$ cat config.mk
export PLATFORM = sky130hd
export DESIGN_NAME = fixed_to_double
export DESIGN_NICKNAME = d
export VERILOG_FILES = /design/src/rtl/fp64_pkg.sv /design/src/rtl/fp_round_rne.sv /design/src/rtl/fixed_to_double.sv
export SDC_FILE = /design/constraint.sdc
export NUM_CORES = 1
export LEC_CHECK = 0
export BUFFER_PORTS_ARGS = -buffer_cell sky130_fd_sc_hd__buf_2
export CORE_MARGIN = 2
export CORE_UTILIZATION = 63
export DETAILED_ROUTE_END_ITERATION = 8
export PLACE_DENSITY_LB_ADDON = 0.2
export SETUP_SLACK_MARGIN = 0.3
export SYNTH_ARGS = -nofsm -noshare
export SYNTH_HDL_FRONTEND = slang
export SYNTH_HIERARCHICAL = 1
export SYNTH_SLANG_ARGS = --single-unit
$ cat constraint.sdc
create_clock -name clk -period 3.14 [get_ports clk]
set_input_delay 0.314 -clock clk [delete_from_list [all_inputs] [get_ports clk]]
set_output_delay 0.314 -clock clk [all_outputs]
set_load 0.03 [all_outputs]
$ cat src/rtl/fp64_pkg.sv
// Shared binary64 field widths, bias and the converter state encoding.
// The downstream double-precision adder and multiplier import this package as well.
package fp64_pkg;

    localparam int EXP_W    = 11;
    localparam int MAN_W    = 52;
    localparam int EXP_BIAS = 1023;

    typedef enum logic [1:0] {
        IDLE  = 2'd0,
        NORM  = 2'd1,
        ROUND = 2'd2,
        OUT   = 2'd3
    } fp_state_t;

endpackage

$ cat src/rtl/fp_round_rne.sv
// Combinational pack of a normalised magnitude into binary64 exponent/mantissa
// fields, with round-to-nearest-even when more than 52 fraction bits are present.
module fp_round_rne
    import fp64_pkg::*;
#(
    parameter int MAG_W     = 16,
    parameter int FRAC_BITS = 0
) (
    input  logic [MAG_W-1:0] mag,
    input  logic [6:0]       cnt,
    output logic [EXP_W-1:0] biased_exp,
    output logic [MAN_W-1:0] mantissa
);

    localparam int FW      = MAG_W - 1;
    localparam int EXP_OFF = EXP_BIAS - FRAC_BITS;

    logic [FW-1:0]    frac;
    logic [MAN_W-1:0] man_pre;
    logic             carry;

    assign frac = mag[MAG_W-2:0];

    generate
        if (FW <= MAN_W) begin : g_pad
            assign man_pre = MAN_W'(frac) << (MAN_W - FW);
            assign carry   = 1'b0;
        end else begin : g_rne
            localparam int D = FW - MAN_W;
            logic [MAN_W-1:0] trunc;
            logic [MAN_W:0]   sum;
            logic             guard;
            logic             sticky;
            logic             inc;

            assign trunc = frac[FW-1:D];
            assign guard = frac[D-1];
            if (D >= 2) begin : g_sticky
                assign sticky = |frac[D-2:0];
            end else begin : g_no_sticky
                assign sticky = 1'b0;
            end
            assign inc     = guard & (sticky | trunc[0]);
            assign sum     = {1'b0, trunc} + {{MAN_W{1'b0}}, inc};
            // An all-ones mantissa rolls over to zero; the carry moves into the exponent.
            assign carry   = sum[MAN_W];
            assign man_pre = sum[MAN_W-1:0];
        end
    endgenerate

    // A magnitude without its leading one is zero and gets a zero exponent field.
    assign biased_exp = mag[MAG_W-1] ? (EXP_W'(cnt) + EXP_W'(EXP_OFF) + EXP_W'(carry)) : '0;
    assign mantissa   = man_pre;

endmodule

$ cat src/rtl/fixed_to_double.sv
// Iterative fixed-point to IEEE-754 binary64 converter with valid/ready on both
// sides: one normalising shift per cycle, then a rounding/pack cycle.
module fixed_to_double
    import fp64_pkg::*;
#(
    parameter int IN_W        = 16,
    parameter int SIGNED_MODE = 0,
    parameter int FRAC_BITS   = 0
) (
    input  logic            clk,
    input  logic            rst,
    input  logic [IN_W-1:0] in_data,
    input  logic            in_valid,
    output logic            in_ready,
    output logic [63:0]     out_data,
    output logic            out_valid,
    input  logic            out_ready
);

    localparam int MAG_W = IN_W;

    generate
        if (IN_W < 2 || IN_W > 64) begin : g_bad_in_w
            $error("fixed_to_double: IN_W must be within 2..64");
        end
        if (FRAC_BITS < 0 || FRAC_BITS > 1000) begin : g_bad_frac
            $error("fixed_to_double: FRAC_BITS must be within 0..1000");
        end
    endgenerate

    fp_state_t        state_reg, state_next;
    logic [MAG_W-1:0] mag_reg, mag_next;
    logic [6:0]       cnt_reg, cnt_next;
    logic             s_reg, s_next;
    logic [63:0]      out_data_reg, out_data_next;

    logic [MAG_W-1:0] mag_in;
    logic             s_in;
    logic [EXP_W-1:0] rnd_exp;
    logic [MAN_W-1:0] rnd_man;

    generate
        if (SIGNED_MODE != 0) begin : g_twos
            // Negation of the most negative code wraps to 2^(IN_W-1), which is the correct magnitude.
            assign s_in   = in_data[IN_W-1];
            assign mag_in = s_in ? (~in_data + 1'b1) : in_data;
        end else begin : g_signmag
            assign s_in   = in_data[IN_W-1];
            assign mag_in = {1'b0, in_data[IN_W-2:0]};
        end
    endgenerate

    fp_round_rne #(
        .MAG_W     (MAG_W),
        .FRAC_BITS (FRAC_BITS)
    ) u_round (
        .mag        (mag_reg),
        .cnt        (cnt_reg),
        .biased_exp (rnd_exp),
        .mantissa   (rnd_man)
    );

    always_ff @(posedge clk or negedge rst) begin
        if (!rst) begin
            state_reg    <= IDLE;
            mag_reg      <= '0;
            cnt_reg      <= '0;
            s_reg        <= 1'b0;
            out_data_reg <= '0;
        end else begin
            state_reg    <= state_next;
            mag_reg      <= mag_next;
            cnt_reg      <= cnt_next;
            s_reg        <= s_next;
            out_data_reg <= out_data_next;
        end
    end

    always_comb begin
        state_next    = state_reg;
        mag_next      = mag_reg;
        cnt_next      = cnt_reg;
        s_next        = s_reg;
        out_data_next = out_data_reg;
        case (state_reg)
            IDLE: begin
                if (in_valid) begin
                    s_next     = s_in;
                    mag_next   = mag_in;
                    cnt_next   = 7'(MAG_W - 1);
                    state_next = NORM;
                end
            end
            NORM: begin
                if (mag_reg == '0) begin
                    out_data_next = {s_reg, 63'b0};
                    state_next    = OUT;
                end else if (mag_reg[MAG_W-1]) begin
                    state_next = ROUND;
                end else begin
                    mag_next = mag_reg << 1;
                    cnt_next = cnt_reg - 7'd1;
                end
            end
            ROUND: begin
                out_data_next = {s_reg, rnd_exp, rnd_man};
                state_next    = OUT;
            end
            OUT: begin
                if (out_ready) begin
                    state_next = IDLE;
                end
            end
            default: state_next = IDLE;
        endcase
    end

    assign in_ready  = (state_reg == IDLE);
    assign out_valid = (state_reg == OUT);
    assign out_data  = out_data_reg;

endmodule
==> impl_metrics.tcl, run 1 <==
set metrics [dict create \
    status "finished clean" \
    clock_skew_ns 0.01717 \
    max-vdd-ir-drop_mv 0.6442 \
    rsz0062_at_grt "no" \
    swShare_pct 47.48 \
    ys_ff_latch 90 \
    path_max_fanout 29 \
    drive_above_1_share_pct 20.92 \
    ys.flop_type "dfrtp_1" \
    viasPerCell 6.171 \
    drt_iter0_markers 249 \
    dr.pass1.iters 6 \
    yosysSeqAreaShare_pct 40.30 \
    clock_latency_ns 0.36 \
    mostFrequentLayoutCell "dfrtp_1" \
    ctsLongestPathBuffers 2 \
    final_cell_mix "90 x dfrtp_1, 84 x buf_2, 74 x nor2_1, 65 x mux2i_1, 65 x a221o_1" \
    required_ns 3.33 \
    clock.fmax_mhz 410.8 \
    antenna_found_initial 0 \
    diodes 0 \
    clkPwrFrac_pct 12.8 \
    async_flop_share_pct 100.0 \
    clk_pin_slew_ns 0.10 \
    grt_pass1_wl_mm 20.15 \
    netlist_area_um2 5589 \
    seq_power_share_pct 32.2 \
    crit_path_start_kind "flop" \
    die_h_um 98.19 \
    postCtsHoldBufs 0 \
    yosys.area.top_type_share_pct 40.30 \
    cts_root_buffer "clkbuf_8" \
    cap_violations 0 \
    numCtsBuffers 9 \
    core_area_um2 8678 \
    final.period_utilization_pct 77.53 \
    multi_input_area_um2 2748 \
    via_count 4295 \
    grt-ovfl-total 0 \
    timing.final.crit_period_ns 2.435 \
    cp.arrival_ns 2.63 \
    cts_resized 0 \
    largest_reg_flops 64 \
    p_per_area_nw_per_um2 1174 \
    die_w_um 98.19 \
    clock-sinks 90 \
    dieArea_um2 9641 \
    worstRegToRegCells 6 \
    drc 0 \
    rr_endpoint "mag_reg[5]$_DFFE_PN0P_" \
    hold_slack_ns 0.03487 \
    gp_congestion 0.8509 \
    cts_tree "yes" \
    yosys.area.top_type "dfrtp_1" \
    tightest_slew_ns 1.078 \
    grt_max_degree 67 \
    maxSlewHeadroom_pct 28.16 \
    grt_pass1_vias 4077 \
    yosysWarnings 6 \
    min_path_type "in2async" \
    p_switching_mw 3.282 \
    nFillCells 706 \
    port_buffers 85 \
    power.leakage_nw 2.853 \
    setup_tns_ns 0 \
    areaGrowthSynthToFinish_pct 5.373 \
    synthDistinctLibCells 52 \
    hpwlAfterDp_mm 7.891 \
    hold_violations 0 \
    num_rows 34 \
    synthCells 530 \
    track_usage_pct 25.13 \
    finalWirelength_mm 12.06 \
    wire_per_inst_um 17.33 \
    comb_power_share_pct 55.0 \
    worst_setup_path_end_kind "flop" \
    p_total_mw 6.913 \
    ys_top_cells_by_area "dfrtp_1 40%, a221o_1 12%, mux2i_1 12%, buf_4 7.0%, nor2_1 5.0%" \
    synth-edff-count 0 \
    num-nets-final 610 \
    slew_violations 0 \
    r2r-start "state_reg[1]$_DFFE_PN0P_" \
    antenna_left 0 \
    cts.htree.levels 3 \
    internal_power_mw 3.631 \
    reg2reg_setup_slack_ns 0.71 \
    seq_area_um2 2252 \
    critPathKind "reg2reg" \
    syn_avg_cell_area_um2 10.55 \
    setup_viol 0 \
    postCtsSetupBuffers 0 \
    initial_core_util_pct 64.40 \
    io_pins 86 \
]
Yosys cell counts (4+ instances only):
cell type	number
dfrtp_1	90
nor2_1	74
a221o_1	65
mux2i_1	65
buf_4	52
a21oi_1	18
a21boi_1	16
and3b_1	14
o21bai_1	14
clkbuf_1	12
buf_2	10
inv_1	9
nand2_1	8
buf_12	7
ha_1	7
buf_6	6
nor3_1	6
nor4_1	4
nor4_2	4
cells by family after synthesis:
logic type | Yosys count | share of synthesized area (%)
fa+ha+maj | 7 | 1.567
buf+inv | 98 | 13.23
xor+xnor | 2 | 0.3135
other cells | 1 | 0.06709
flops | 90 | 40.30
mux | 68 | 12.25
simple gates | 129 | 12.07
compound gates | 135 | 20.22
power groups by stage:
| stage | sequential (mW) | clock, mW | combinational [mW] |
|---|---|---|---|
| CTS | 2.21 | 0.891 | 3.83 |
| detailed placement | 2.23 | 0 | 3.81 |
| finish | 2.22 | 0.886 | 3.80 |
| global route | 2.29 | 0.929 | 4.15 |
| global placement | 2.19 | 0 | 3.67 |
| floorplan | 2.73 | 0 | 2.54 |
metal layers:
layer	up-vias	global-route usage (%)	wire length (µm)	share of wire (%)
li1	1995	-	-	-
met1	2168	35.81	5502	46
met2	116	40.83	5870	49
met3	16	3.364	519	4.3
met4	0	6.849	170	1.4
met5	-	0	0	0
cell type report:
| cell class | instances | area share [%] |
|---|---|---|
| clock buffer | 10 | 2.167 |
| sequential | 90 | 38.24 |
| multi-input combinational | 378 | 46.65 |
| inverter | 10 | 0.7223 |
| tap | 108 | 2.294 |
| clock inverter | 6 | 1.508 |
| timing repair buffer | 94 | 8.413 |
critical path: stages (launching register included):
cell and delay (ns):
dfrtp_1 0.45, inv_1 0.13, ha_2 0.23, buf_4 0.31, o21ai_1 0.14, a21oi_1 0.84
a21boi_1 0.17
worst max path at each step:
stage	start	to	slack, ns
after floorplan	state_reg[0]$_DFFE_PN0P_	mag_reg[11]$_DFFE_PN0P_	1.12
after global placement	state_reg[1]$_DFFE_PN0P_	out_data[63]$_DFFE_PN0P_	0.79
after detailed placement	state_reg[1]$_DFFE_PN0P_	mag_reg[8]$_DFFE_PN0P_	0.68
after CTS	state_reg[1]$_DFFE_PN0P_	mag_reg[8]$_DFFE_PN0P_	0.66
after global routing	state_reg[1]$_DFFE_PN0P_	mag_reg[7]$_DFFE_PN0P_	0.45
final	state_reg[1]$_DFFE_PN0P_	mag_reg[5]$_DFFE_PN0P_	0.71
per-stage QoR:
| step | cell area (µm²) | utilization [%] | setup WS, ns | cells |
|---|---|---|---|---|
| after global routing | 5889 | 67.86 | 0.4489 | 696 |
| after detailed placement | 5673 | 65.37 | 0.6818 | 680 |
| final | 5889 | 67.86 | 0.7055 | 696 |
| after global placement | 5673 | 65.37 | 0.7880 | 680 |
| after floorplan | 5724 | - | 1.120 | 566 |
| after CTS | 5889 | 67.86 | 0.6578 | 696 |
No activity file was read; power rests on OpenSTA's default activity.
==> run 2, diff against run 1 <==
--- a/config.mk
+++ b/config.mk
@@ -7,7 +7,7 @@
 export LEC_CHECK = 0
 export BUFFER_PORTS_ARGS = -buffer_cell sky130_fd_sc_hd__buf_2
 export CORE_MARGIN = 2
-export CORE_UTILIZATION = 63
+export CORE_UTILIZATION = 53
 export DETAILED_ROUTE_END_ITERATION = 8
 export PLACE_DENSITY_LB_ADDON = 0.2
 export SETUP_SLACK_MARGIN = 0.3
==> constraint.sdc (replaced) <==
create_clock -name clk -period 2.2 [get_ports clk]
set_input_delay 0.22 -clock clk [delete_from_list [all_inputs] [get_ports clk]]
set_output_delay 0.22 -clock clk [all_outputs]
set_load 0.03 [all_outputs]
==> run 2 against run 1 <==
Cell area grew 9.6%. Highest routed layer unchanged. Clock skew down 0.0058 ns. Worst setup slack worse by 0.40 ns. Critical endpoint is now out_data[57]$_DFFE_PN0P_. Die area increased by 18%. Fmax up 29%. Largest cell class unchanged. Global-route usage shrank 0.79 points. Non-clock buffer count up 35.
==> impl_metrics.tcl, run 2 (synthesis results as in run 1) <==
set metrics [dict create \
    mostFrequentLayoutCell "buf_2" \
    clock-sinks 90 \
    rr_endpoint "out_data[57]$_DFFE_PN0P_" \
    dpl_cell_area_um2 5881 \
    cp_slowest_cell "or4_4" \
    setup_viol 0 \
    status "finished clean" \
    largest_reg_flops 64 \
    core_area_um2 10280 \
    dp.cells 719 \
    crit_buf_inv 0 \
    reg2reg_setup_slack_ns 0.31 \
    diodes 0 \
    grt_pass1_vias 4292 \
    worstRegToRegCells 6 \
    antenna_found_initial 0 \
    min_path_type "in2reg" \
    drive_above_1_share_pct 29.07 \
    grt-ovfl-total 0 \
    clock_latency_ns 0.37 \
    power.leakage_nw 3.090 \
    path_cells "or4_4 -> or3_1 -> a21boi_2 -> mux2i_1 -> nor2_1 -> a221o_1" \
    max-vdd-ir-drop_mv 1.019 \
    dieArea_um2 11380 \
    critPathKind "reg2reg" \
    p_per_area_nw_per_um2 1680 \
    cts_root_buffer "clkbuf_8" \
    clk_pin_slew_ns 0.08 \
    path_delay_family "simple AND/OR/NAND/NOR gates" \
    drt_iter0_markers 274 \
    slowest_delay_ns 0.58 \
    hold_violations 0 \
    dr.pass1.iters 5 \
    fin_ws_ns 0.3071 \
    areaGrowthSynthToFinish_pct 15.51 \
    ctsLongestPathBuffers 2 \
    slew_violations 0 \
    num-nets-final 648 \
    finalWirelength_mm 13.95 \
    cap_violations 0 \
    final_cell_mix "84 x buf_2, 78 x dfrtp_1, 74 x nor2_1, 65 x mux2i_1, 65 x a221o_1" \
    crit_path_start_kind "flop" \
    min_to "s_reg$_DFFE_PN0P_" \
    clock_skew_ns 0.01141 \
    worst_setup_path_end_kind "flop" \
    grt_pass1_wl_mm 21.80 \
    hpwlAfterDp_mm 8.404 \
    hold_start "in_data[15]" \
    drc 0 \
    port_buffers 85 \
    cp.arrival_ns 2.20 \
    setup_tns_ns 0 \
    cts.htree.levels 3 \
    die_h_um 106.7 \
    via_count 4510 \
    dp_slack_ns 0.1553 \
    antenna_left 0 \
    layout.cells.non_filler 762 \
    track_usage_pct 24.34 \
    final.period_utilization_pct 86.04 \
    num_rows 37 \
    r2r-start "cnt_reg[0]$_DFFE_PN0P_" \
    wire_per_inst_um 18.30 \
    clock.fmax_mhz 528.3 \
    initial_core_util_pct 54.38 \
    fin_area_um2 6456 \
    numCtsBuffers 9 \
    path_max_fanout 5 \
    rsz0062_at_grt "yes" \
    io_pins 86 \
    grt_max_degree 47 \
    required_ns 2.51 \
    timing.final.crit_period_ns 1.893 \
    viasPerCell 5.919 \
    die_w_um 106.7 \
    gp_congestion 0.8500 \
    cts_tree "yes" \
    utilization_pct 62.82 \
    holdPathStages 2 \
    crit_start "cnt_reg[0]$_DFFE_PN0P_" \
]
[run 2: cell count changes in the layout (fill, tap and decap cells not counted), moves of 3 or more]
| cell | before | now |
|---|---|---|
| buf_12 | 0 | 6 |
| buf_4 | 10 | 35 |
| dfrtp_1 | 90 | 78 |
| dfrtp_2 | 0 | 12 |
| nor4_2 | 4 | 1 |
| nor4_4 | 0 | 4 |
[run 2: where the power goes]
part	internal (mW)	switching (mW)
clock network	0.588	0.585
registers	2.41	0.754
logic	2.81	3.70
total	5.81	5.04
[run 2: per-layer routing]
| metal | wire length (µm) | GRT usage (%) | share of wire (%) | vias to the layer above |
|---|---|---|---|---|
| li1 | - | - | - | 2088 |
| met1 | 6211 | 32.57 | 45 | 2258 |
| met2 | 6691 | 39.85 | 48 | 146 |
| met3 | 837 | 4.012 | 6.0 | 18 |
| met4 | 207 | 8.998 | 1.5 | 0 |
| met5 | 0 | 0 | 0 | - |
[run 2: through the flow]
step           hold slack (ns)  power (mW)
6_report               0.08291       10.85
3_5_place_dp            0.1755       8.961
5_1_grt                0.08781       11.55
4_1_cts                0.07930       10.45
2_1_floorplan         -0.07559       7.525
3_3_place_gp            0.1742       8.729
[run 2: worst max-delay path by stage]
stage          cells past startpoint  slack, ns                       end
2_1_floorplan                      7       0.33   mag_reg[11]$_DFFE_PN0P_
3_3_place_gp                       8       0.24  out_data[62]$_DFFE_PN0P_
3_5_place_dp                       5       0.16  out_data[21]$_DFFE_PN0P_
4_1_cts                            7       0.26    cnt_reg[4]$_DFFE_PN0P_
5_1_grt                            7       0.27    cnt_reg[4]$_DFFE_PN0P_
6_report                           6       0.31  out_data[57]$_DFFE_PN0P_
[run 2: repair_timing]
item	in CTS	in global routing
pin swaps	3	12
endpoints found under the setup margin	67	84
gates resized for setup	11	26
endpoints found under the hold margin	26	0
hold buffers	1	0
cloned	2	2
buffers inserted	4	18
[run 2: worst register-to-register path, cell delays in order, from the launching register on]
cell	delay, ns
dfrtp_2	0.43
or4_4	0.58
or3_1	0.35
a21boi_2	0.17
mux2i_1	0.10
nor2_1	0.09
a221o_1	0.12
[run 2: layout make-up]
type                    instances  area, µm²
repair buffers                129      884.6
fillers                       853       3821
multi-input cells             381       2894
clock inverters                 2      35.03
clock buffers                  14      162.7
flip-flops and latches         90       2267
inverters                      10      42.54
well taps                     136      170.2
==> run 3, diff against run 2 <==
==> constraint.sdc (replaced) <==
create_clock -name clk -period 1.6 [get_ports clk]
set_input_delay 0.16 -clock clk [delete_from_list [all_inputs] [get_ports clk]]
set_output_delay 0.16 -clock clk [all_outputs]
set_load 0.03 [all_outputs]
==> run 3 against run 2 <==
The flow now finishes with violations (setup timing). Non-clock buffer count rose by 68. Combinational power is 87% higher. Largest power group unchanged. Critical path depth did not move. Sequential cell count unchanged. Power rose by 66%. Sequential share of layout area decreased by 5.5 points. Cell area increased by 18%. Global-route usage increased by 3.0 points.
==> impl_metrics.tcl, run 3 (synthesis results as in run 1) <==
set metrics [dict create \
    num_rows 37 \
    gp_congestion 0.8151 \
    antenna_found_initial 0 \
    port_buffers 85 \
    cts_root_buffer "clkbuf_8" \
    dr.pass1.iters 5 \
    grt_max_degree 41 \
    core_area_um2 10280 \
    via_count 4870 \
    path_max_fanout 14 \
    use_met1_pct 34.80 \
    areaGrowthSynthToFinish_pct 36.53 \
    num-nets-final 713 \
    dp.cells 771 \
    status "finished with violations" \
    globalRouteMet2Util_pct 45.91 \
    drt_iter0_markers 327 \
    mostFrequentLayoutCell "dfrtp_1" \
    track_usage_pct 27.32 \
    min_path_type "in2reg" \
    setup_viol 90 \
    drive_above_1_share_pct 43.56 \
    drc 0 \
    required_ns 1.91 \
    slew_violations 0 \
    largest_reg_flops 64 \
    cap_violations 0 \
    grt_pass1_wl_mm 24.50 \
    holdPathStages 2 \
    io_pins 86 \
    finalWirelength_mm 16.09 \
    die_h_um 106.7 \
    rsz0062_at_grt "yes" \
    viasPerCell 5.889 \
    numCtsBuffers 9 \
    final_cell_mix "86 x dfrtp_1, 82 x buf_2, 72 x nor2_1, 66 x buf_4, 65 x a221o_1" \
    wire_per_inst_um 19.45 \
    busiest_layer "met2" \
    die_w_um 106.7 \
    cp.arrival_ns 2.15 \
    hold_violations 0 \
    cts.htree.levels 3 \
    worstRegToRegCells 6 \
    slowest_delay_ns 0.44 \
    ctsLongestPathBuffers 2 \
    timing.final.crit_period_ns 1.837 \
    final.period_utilization_pct 114.8 \
    nFillCells 730 \
    diodes 0 \
    clock-sinks 90 \
    path_cells "inv_2 -> ha_4 -> clkinv_8 -> nor2_4 -> clkbuf_16 -> a221o_1" \
    setup_tns_ns -15.48 \
    hpwlAfterDp_mm 9.345 \
    utilization_pct 74.25 \
    p_per_area_nw_per_um2 2361 \
    p_total_mw 18.02 \
    violations "setup timing" \
    fin_ws_ns -0.2369 \
    power.leakage_nw 3.613 \
    antenna_left 0 \
    cts_tree "yes" \
    clk_pin_slew_ns 0.09 \
    grt_pass1_vias 4857 \
    max-vdd-ir-drop_mv 1.416 \
    critPathKind "reg2reg" \
    cp_slowest_cell "nor2_4" \
    grt-ovfl-total 0 \
    clock.fmax_mhz 544.4 \
    clock_latency_ns 0.39 \
    clock_skew_ns 0.02104 \
    worst_setup_path_end_kind "flop" \
    layout.cells.non_filler 827 \
    met3_usage_pct 5.350 \
    crit_path_start_kind "flop" \
    initial_core_util_pct 54.38 \
    dieArea_um2 11380 \
]
run 3: changes by cell type in the layout (fill, tap and decap cells not counted), moves of 8 or more:
cell	change
a21boi_1	-14
a21boi_2	+14
a21oi_1	-17
buf_4	+31
dfrtp_2	-8
buf_12	+9
buf_6	+24
a21oi_2	+13
dfrtp_1	+8
run 3: critical path, delay by kind of cell, from the launching register on:
| kind | cells | cell delay [ns] |
|---|---|---|
| adder cells (fa/ha/maj) | 1 | 0.25 |
| AO/OA/AOI/OAI | 1 | 0.15 |
| AND/OR/NAND/NOR | 1 | 0.44 |
| flip-flops | 1 | 0.41 |
| buffers and inverters | 3 | 0.52 |
run 3: area by class of cell:
cell class              instances  area (µm²)  area share (%)
flip-flops and latches         90        2257           29.58
repair buffers                197        1698           22.25
clock buffers                  11       151.4           1.984
well taps                     136       170.2           2.230
inverters                      10       52.55          0.6886
clock inverters                 5       60.06          0.7870
multi-input cells             378        3242           42.48
run 3: final timing paths:
check	start	slack, ns	end
max	state_reg[1]$_DFFE_PN0P_	-0.24	out_data[40]$_DFFE_PN0P_
min	in_data[15]	0.02	s_reg$_DFFE_PN0P_
max reg2reg	state_reg[1]$_DFFE_PN0P_	-0.24	out_data[40]$_DFFE_PN0P_
min reg2reg	out_data[63]$_DFFE_PN0P_	0.53	out_data[63]$_DFFE_PN0P_
max in group asynchronous	rst	0.78	state_reg[0]$_DFFE_PN0P_
min in group asynchronous	rst	0.25	out_data[25]$_DFFE_PN0P_
run 3: routing by layer:
layer  share of wire [%]  vias to the layer above
met3                 5.3                       32
met5                   0                        -
met1                  41                     2457
met2                  51                      172
met4                 2.4                        0
li1                    -                     2209
run 3: through the flow:
stage | hold WS [ns] | worst slack, ns | area (µm²)
3_3_place_gp | 0.1202 | -0.1442 | 6507
2_1_floorplan | -0.1356 | -0.1676 | 6043
3_5_place_dp | 0.1225 | -0.2284 | 6507
4_1_cts | 0.02155 | -0.1781 | 7307
5_1_grt | 0.02229 | -0.3091 | 7631
6_report | 0.01835 | -0.2369 | 7631
run 3: timing repair:
item                                    CTS  global route
endpoints found under the setup margin   90            92
gates cloned                              4             5
pin swaps                                21            29
setup buffers                            21             9
hold buffers                              1             0
resized for setup                        68            30
endpoints found under the hold margin    27             0
run 3: report_power, final:
group,leakage [nW],switching [mW],internal [mW]
registers,1.13,0.863,3.29
clock network,0.106,0.894,0.814
logic,2.38,6.35,5.82
